--- src/rtl/uart_tx_sched.sv ---
// uart_tx_sched: round-robin arbiter feeding one uart_tx serializer, with inter-frame gap and tx_done watchdog
module uart_tx_sched #(
  parameter int NUM_REQ        = 4,
  parameter int GAP_CYCLES     = 16,
  parameter int TIMEOUT_CYCLES = 60000
) (
  input  logic                       clk,
  input  logic                       rst,
  input  logic [NUM_REQ-1:0]         req_valid,
  input  logic [NUM_REQ*8-1:0]       req_data,
  output logic [NUM_REQ-1:0]         req_ready,
  output logic                       tx_start,
  output logic [7:0]                 tx_din,
  input  logic                       tx_done,
  output logic                       busy,
  output logic [$clog2(NUM_REQ)-1:0] grant_id,
  output logic                       frame_done,
  output logic                       timeout_err
);
  localparam int IW       = $clog2(NUM_REQ);
  localparam int WW       = $clog2(TIMEOUT_CYCLES + 1);
  localparam int GW       = GAP_CYCLES > 0 ? $clog2(GAP_CYCLES + 1) : 1;
  localparam int GAP_LAST = GAP_CYCLES > 0 ? GAP_CYCLES - 1 : 0;
  localparam logic [1:0] ST_IDLE  = 2'd0;
  localparam logic [1:0] ST_START = 2'd1;
  localparam logic [1:0] ST_WAIT  = 2'd2;
  localparam logic [1:0] ST_GAP   = 2'd3;
  logic [1:0]    state_q, state_d;
  logic [7:0]    din_q, din_d;
  logic [IW-1:0] grant_q, grant_d, last_q, last_d, win, cand;
  logic [WW-1:0] wd_q, wd_d;
  logic [GW-1:0] gap_q, gap_d;
  logic          fd_q, fd_d, to_q, to_d, hit;
  logic [7:0]    req_byte [NUM_REQ];
  for (genvar i = 0; i < NUM_REQ; i++) begin : g_byte
    assign req_byte[i] = req_data[8*i +: 8];
  end
  // walk the ring starting just after the last grant; first valid requester wins
  always_comb begin
    win  = '0;
    hit  = 1'b0;
    cand = last_q;
    for (int k = 0; k < NUM_REQ; k++) begin
      cand = (cand == IW'(NUM_REQ - 1)) ? '0 : cand + 1'b1;
      if (!hit && req_valid[cand]) begin
        win = cand;
        hit = 1'b1;
      end
    end
  end
  always_comb begin
    state_d = state_q;
    din_d   = din_q;
    grant_d = grant_q;
    last_d  = last_q;
    wd_d    = wd_q;
    gap_d   = gap_q;
    fd_d    = 1'b0;
    to_d    = 1'b0;
    case (state_q)
      ST_IDLE: if (hit) begin
        din_d   = req_byte[win];
        grant_d = win;
        last_d  = win;
        state_d = ST_START;
      end
      ST_START: begin
        wd_d    = '0;
        state_d = ST_WAIT;
      end
      ST_WAIT: begin
        wd_d  = (wd_q == WW'(TIMEOUT_CYCLES)) ? wd_q : wd_q + 1'b1;
        gap_d = '0;
        if (tx_done) begin
          fd_d    = 1'b1;
          state_d = ST_GAP;
        end else if (wd_q == WW'(TIMEOUT_CYCLES - 1)) begin
          to_d    = 1'b1;
          state_d = ST_GAP;
        end
      end
      default: begin
        gap_d   = gap_q + 1'b1;
        state_d = (GAP_CYCLES == 0 || gap_q == GW'(GAP_LAST)) ? ST_IDLE : ST_GAP;
      end
    endcase
  end
  always_ff @(posedge clk) begin
    if (rst) begin
      state_q <= ST_IDLE;
      din_q   <= 8'h00;
      grant_q <= '0;
      last_q  <= IW'(NUM_REQ - 1);
      wd_q    <= '0;
      gap_q   <= '0;
      fd_q    <= 1'b0;
      to_q    <= 1'b0;
    end else begin
      state_q <= state_d;
      din_q   <= din_d;
      grant_q <= grant_d;
      last_q  <= last_d;
      wd_q    <= wd_d;
      gap_q   <= gap_d;
      fd_q    <= fd_d;
      to_q    <= to_d;
    end
  end
  // gated by rst so a request is never acknowledged on an edge that resets the scheduler
  assign req_ready   = (state_q == ST_IDLE && hit && !rst) ? NUM_REQ'(1) << win : '0;
  assign tx_start    = state_q == ST_START;
  assign tx_din      = din_q;
  assign busy        = state_q != ST_IDLE;
  assign grant_id    = grant_q;
  assign frame_done  = fd_q;
  assign timeout_err = to_q;
endmodule

--- config.mk ---
export PLATFORM = sky130hd
export DESIGN_NAME = uart_tx_sched
export DESIGN_NICKNAME = d
export VERILOG_FILES = /design/src/rtl/uart_tx_sched.sv
export SDC_FILE = /design/constraint.sdc
export NUM_CORES = 1
export LEC_CHECK = 0
export ABC_AREA = 1
export BUFFER_PORTS_ARGS = -buffer_cell sky130_fd_sc_hd__clkbuf_2
export CORE_MARGIN = 4
export CORE_UTILIZATION = 50
export DETAILED_ROUTE_END_ITERATION = 10
export PLACE_DENSITY = 0.72
export SYNTH_ARGS = -nofsm -noshare
export SYNTH_HDL_FRONTEND = slang
export SYNTH_SLANG_ARGS = --single-unit
--- constraint.sdc ---
create_clock -name clk -period 2.5 [get_ports clk]
set_input_delay 0.375 -clock clk [delete_from_list [all_inputs] [get_ports clk]]
set_output_delay 0.375 -clock clk [all_outputs]
set_load 0.02 [all_outputs]
# Word level (Yosys, flattened, before mapping)
# Index checks and enable logic that the tools add are counted.
totals:
  regBits: 37
  latch_bits: 0
  ramBits: 0
  rom_bits: 0
  inputBits: 39
  elab_cells: 86
  memories: 0
op_classes:
  n_addsub: 6
  n_mul: 0
  div: 0
  order_cmp: 5
  n_eq_ne: 12
  n_shift: 1
  muxes: 34
  n_bitwise: 2
  reduce_logical: 18
ops:
  columns: ["operator", "n"]
  rows:
  - ["16-bit == test (second input constant)", 2]
  - ["16-bit case mux with 2 select lines", 1]
  - ["2-bit 2-to-1 mux", 12]
  - ["16-bit by 1-bit adder with 16-bit output (second input constant)", 1]
  - ["8-bit binary-select mux with 2-bit select", 1]
  - ["16-bit 2-to-1 mux", 1]
  - ["8-bit 2-to-1 mux", 2]
  - ["2-bit by 3-bit < comparator with 1-bit output (second input constant)", 4]
  - ["2-bit == test (second input constant)", 5]
  - ["1-bit 2-to-1 mux", 10]
  - ["5-bit case mux with 2 select lines", 1]
  - ["2-bit by 1-bit adder with 2-bit output (second input constant)", 4]
  - ["1-bit binary-select mux with 2-bit select", 4]
  - ["2-bit case mux with 3 select lines", 1]
  - ["2-bit AND reduction", 3]
  - ["5-bit by 1-bit adder with 5-bit output (second input constant)", 1]
  - ["5-bit by 4-bit == test with 1-bit output (second input constant)", 1]
  - ["1-bit logical AND", 5]
  - ["1-bit zero test", 4]
  - ["4-bit 2-to-1 mux", 1]
  - ["2-bit inequality test (second input constant)", 2]
  - ["2-bit nonzero test", 2]
  - ["2-bit OR reduction", 2]
  - ["1-bit by 2-bit left shift with 4-bit output (first input constant)", 1]
  - ["7 further kinds", 7]

# Longest topological paths before layout
depth:
  ltp_word: 18
  mapped_depth: 17
  depth_no_buf: 16

# Worst setup path before layout
# OpenSTA, ideal clock, no wires.
synth_timing:
  path_type: "reg2out"
  start: "reg last_q[0]"
  end: "out req_ready[0]"
  arrival_time_ns: 2.130
  required_time_ns: 2.125
  path_slack_ns: -0.005
  path_stages_with_launch: 12
  path_cell_list: "dfxtp_1 ha_1 inv_2 nand2_2 nand2_4 nor2_1 a21oi_1 and3_1 nor2_2 buf_4 nand2_1 nor3_1"
synth_via:
  elab_chain_cells: 17
  elab_cells_between_ends: 38
synth_rtl:
  columns: ["item", "line", "source"]
  rows:
  - ["from (decl)", "30", "logic [IW-1:0] grant_q, grant_d, last_q, last_d, win, cand;"]
  - ["from (signal assigned)", "93", "last_q <= IW'(NUM_REQ - 1);"]
  - ["from (signal assigned)", "102", "last_q <= last_d;"]
  - ["2-bit by 1-bit adder with 2-bit output / 2-bit == test (equally long branches)", "44", "cand = (cand == IW'(NUM_REQ - 1)) ? '0 : cand + 1'b1;"]
  - ["2-bit 2-to-1 mux (*)", "44", null]
  - ["branches (longest 14 deep; another with 2-bit by 1-bit adder with 2-bit output)", null, null]
  - ["4-bit 2-to-1 mux (*)", "110", "assign req_ready = (state_q == ST_IDLE && hit && !rst) ? NUM_REQ'(1) << win : '0;"]
  - ["to (decl)", "11", "output logic [NUM_REQ-1:0] req_ready,"]
# Mark *: on every way between the ends. The select of a mux whose other input is x is not followed.

# Final worst setup path
# Same ends and word-level chain as after synthesis.

==> flow_summary_export.csv <==
group,metric,value,unit
critical_path,cp_data_arrival_time,2.13,ns
sta,fin_crit_sh,100.1,%
final_layout,antenna_cells,0,
detailed_routing,wl_met2,3013,microns
grt,grt_overflow,0,
detailed_routing,firstDrtPassIters,4,
clock_network,clockRootBuffer,"clkbuf_8",
place,gp_congestion,0.8830,
sta,fmax,399.6,MHz
place,port_buffers,56,
critical_path,end_kind,"primary output",
sta,slew-limit-headroom,73.85,%
die,start_util,52.52,%
synthesis,synth_area_leaders,"dfxtp_1, nand2_1, nand3_1",
synthesis,ys_types,33,
clock_network,cts_buffers,5,
hold_path,hp-class,"in -> reg",
synthesis,synth_nets,431,
final_layout,nNetsFinal,499,
grt,globalRouteTotalUtil,21.42,%
synthesis,synth.most_common_cell,"nand2_1",
critical_path,cp_max_fo,5,
power_and_ir_drop,cellPowerDensity,1408,mW/mm^2
place,hpwl,4635,microns
sta,setup-violations-final,1,
synthesis,synth_edf_count,0,
final_layout,utilization,66.85,%
clock_network,clock_path_buffers,2,
hold_path,min_path_cells,2,
clock_network,cts.clk_slew.worst_paths,0.08,ns
sta,tns,-0.002639,ns
detailed_routing,first_iter_violations,158,
detailed_routing,vias,2680,
sta,fin_skew,0.007350,ns
die,core_area,0.004786,sq mm
synthesis,synthesis.instances,383,
synthesis,synth_commonest_cells,"nand2_1, nand3_1, nor2_1",
synthesis,ys_seq_area_share,29.47,%
critical_path,path_class,"reg -> out",
die,die_h,78.91,microns
sta,setup_slack,-0.002639,ns
detailed_routing,drc,0,
power_and_ir_drop,ir_drop,1017,uV
synthesis,synth_top_area_share,29.47,%
grt,grt_pass1_vias,2471,
critical_path,cp.required,2.12,ns
final_layout,drive_gt1_share,30.75,%
sta,drv_slew,0,
sta,worst_slew_pin_slew,0.3909,ns
final_layout,syn_to_final_growth,27.28,%
place,dp_slack,0.08135,ns
synthesis,syn_area_per_cell,6.563,sq um
sta,hold_violations,0,
sta,min_period,2.503,ns
clock_network,cts_tree,"done",
detailed_routing,wl_met3,390,microns
synthesis,yosysWarnings,0,
place,post_dp_cell_area,0.002838,sq mm
critical_path,start_kind,"flip-flop",
detailed_routing,drt-met1-wl,2961,microns
synthesis,yosysTopAreaCell,"dfxtp_1",
die,die_area,0.006226,sq mm
detailed_routing,wirelength,6485,microns
critical_path,reg2regPathDepth,18,
synthesis,synth_top_flop_cell,"dfxtp_1",
power_and_ir_drop,total_power,4504,uW
flow_run,maxCapViolCount,0,
detailed_routing,ant_nets,0,
final_layout,stdcell_area,0.003199,sq mm
clock_network,clock_sinks,37,
grt,grt_pass1_wl,10720,microns
die,rows,25,
clock_network,htreeDepth,2,
detailed_routing,viasPerCell,5.164,
synthesis,synthArstFlopShare,0,%
synthesis,synth-seq-cells,37,
sta,rsz0062_at_grt,"yes",
die,pin_count,57,
die,die_w,78.91,microns
status,violations,"negative setup slack",
power_and_ir_drop,p_leak,0.001419,uW
clock_network,clock_latency,0.29,ns
grt,grt_max_degree,22,
grt,antenna_found_initial,0,
status,outcome,"finished with violations",
detailed_routing,wl_per_cell,12.50,microns
synthesis,synth.cell_area,0.002514,sq mm
detailed_routing,highest_layer,"met4",
[power by group]
group	total [uW]	internal, uW	switching [uW]
logic	3120	1140	1970
registers	774	706	68.2
clock network	612	396	216
[worst max-delay path, stage by stage, from the launching register on]
cell and delay, ns:
dfxtp_4 0.36, ha_4 0.17, nor2_4 0.14, buf_6 0.15
nand2_2 0.08, nand3_2 0.09, nand2_4 0.08, inv_2 0.06
nor2_1 0.03, and3_4 0.16, nor2_4 0.11, nand2_4 0.08
nor3_4 0.19, buf_6 0.14
[per-layer routing]
layer	up-vias	global-route usage, %
met5	-	0
li1	1400	-
met3	13	4.762
met2	73	34.63
met1	1194	28.16
met4	0	7.388
[logic make-up (layout without fill, tap and decap cells)]
| logic type | Yosys count | count (layout) | share of synthesized area (%) |
|---|---|---|---|
| compound gates | 53 | 53 | 11.10 |
| xor+xnor | 1 | 1 | 0.3485 |
| fa+ha+maj | 9 | 9 | 4.480 |
| buf+inv | 60 | 129 | 11.15 |
| flops | 37 | 37 | 29.47 |
| simple gates | 223 | 223 | 43.45 |
[placed cells by master, fill, tap and decap left out, types with 8 or more instances in the layout]
cell type / n
a21oi_1: 21
buf_4: 20
clkbuf_2: 52
dfxtp_1: 35
ha_1: 8
inv_1: 38
inv_2: 8
nand2_1: 67
nand2_2: 16
nand2_4: 9
nand3_1: 46
nand4_1: 16
nor2_1: 37
nor3_1: 9
o21ai_0: 24
[state kept, by name, summed over array words and instances, names as in the netlist]
signal	flops
last_q	2
timeout_err	1
frame_done	1
wd_q	16
grant_id	2
gap_q	5
state_q	2
tx_din	8
[repair_timing]
action | in CTS | in global routing
buffers inserted | 7 | 2
endpoints found under the hold margin | 0 | 0
gates cloned | 1 | 0
resized for setup | 19 | 29
pin swaps | 6 | 21
hold buffers | 0 | 0
setup endpoints to repair | 4 | 4
[worst paths after layout]
kind	from	end	slack (ns)
worst max-delay path	last_q[0]	req_ready[0]	-0.003
worst min-delay path	tx_done	timeout_err	0.25
worst min register to register	wd_q[14]	wd_q[14]	0.45
worst max register to register	last_q[0]	tx_din[2]	0.14
[final cells by class]
type	count	area (sq um)
multi-input combinational	286	1619
fill	433	1587
sequential	37	745.7
timing repair buffer	75	444.2
inverter	46	172.7
tap	67	83.83
clock buffer	5	68.82
clock inverter	3	65.06
[per-stage QoR]
| step | hold slack, ns | std cells |
|---|---|---|
| after floorplan | 0.4233 | 383 |
| after global placement | 0.4316 | 501 |
| after detailed placement | 0.4506 | 501 |
| after CTS | 0.2451 | 517 |
| after global routing | 0.2588 | 519 |
| final | 0.2535 | 519 |
No activity file was read; power rests on OpenSTA's default activity.
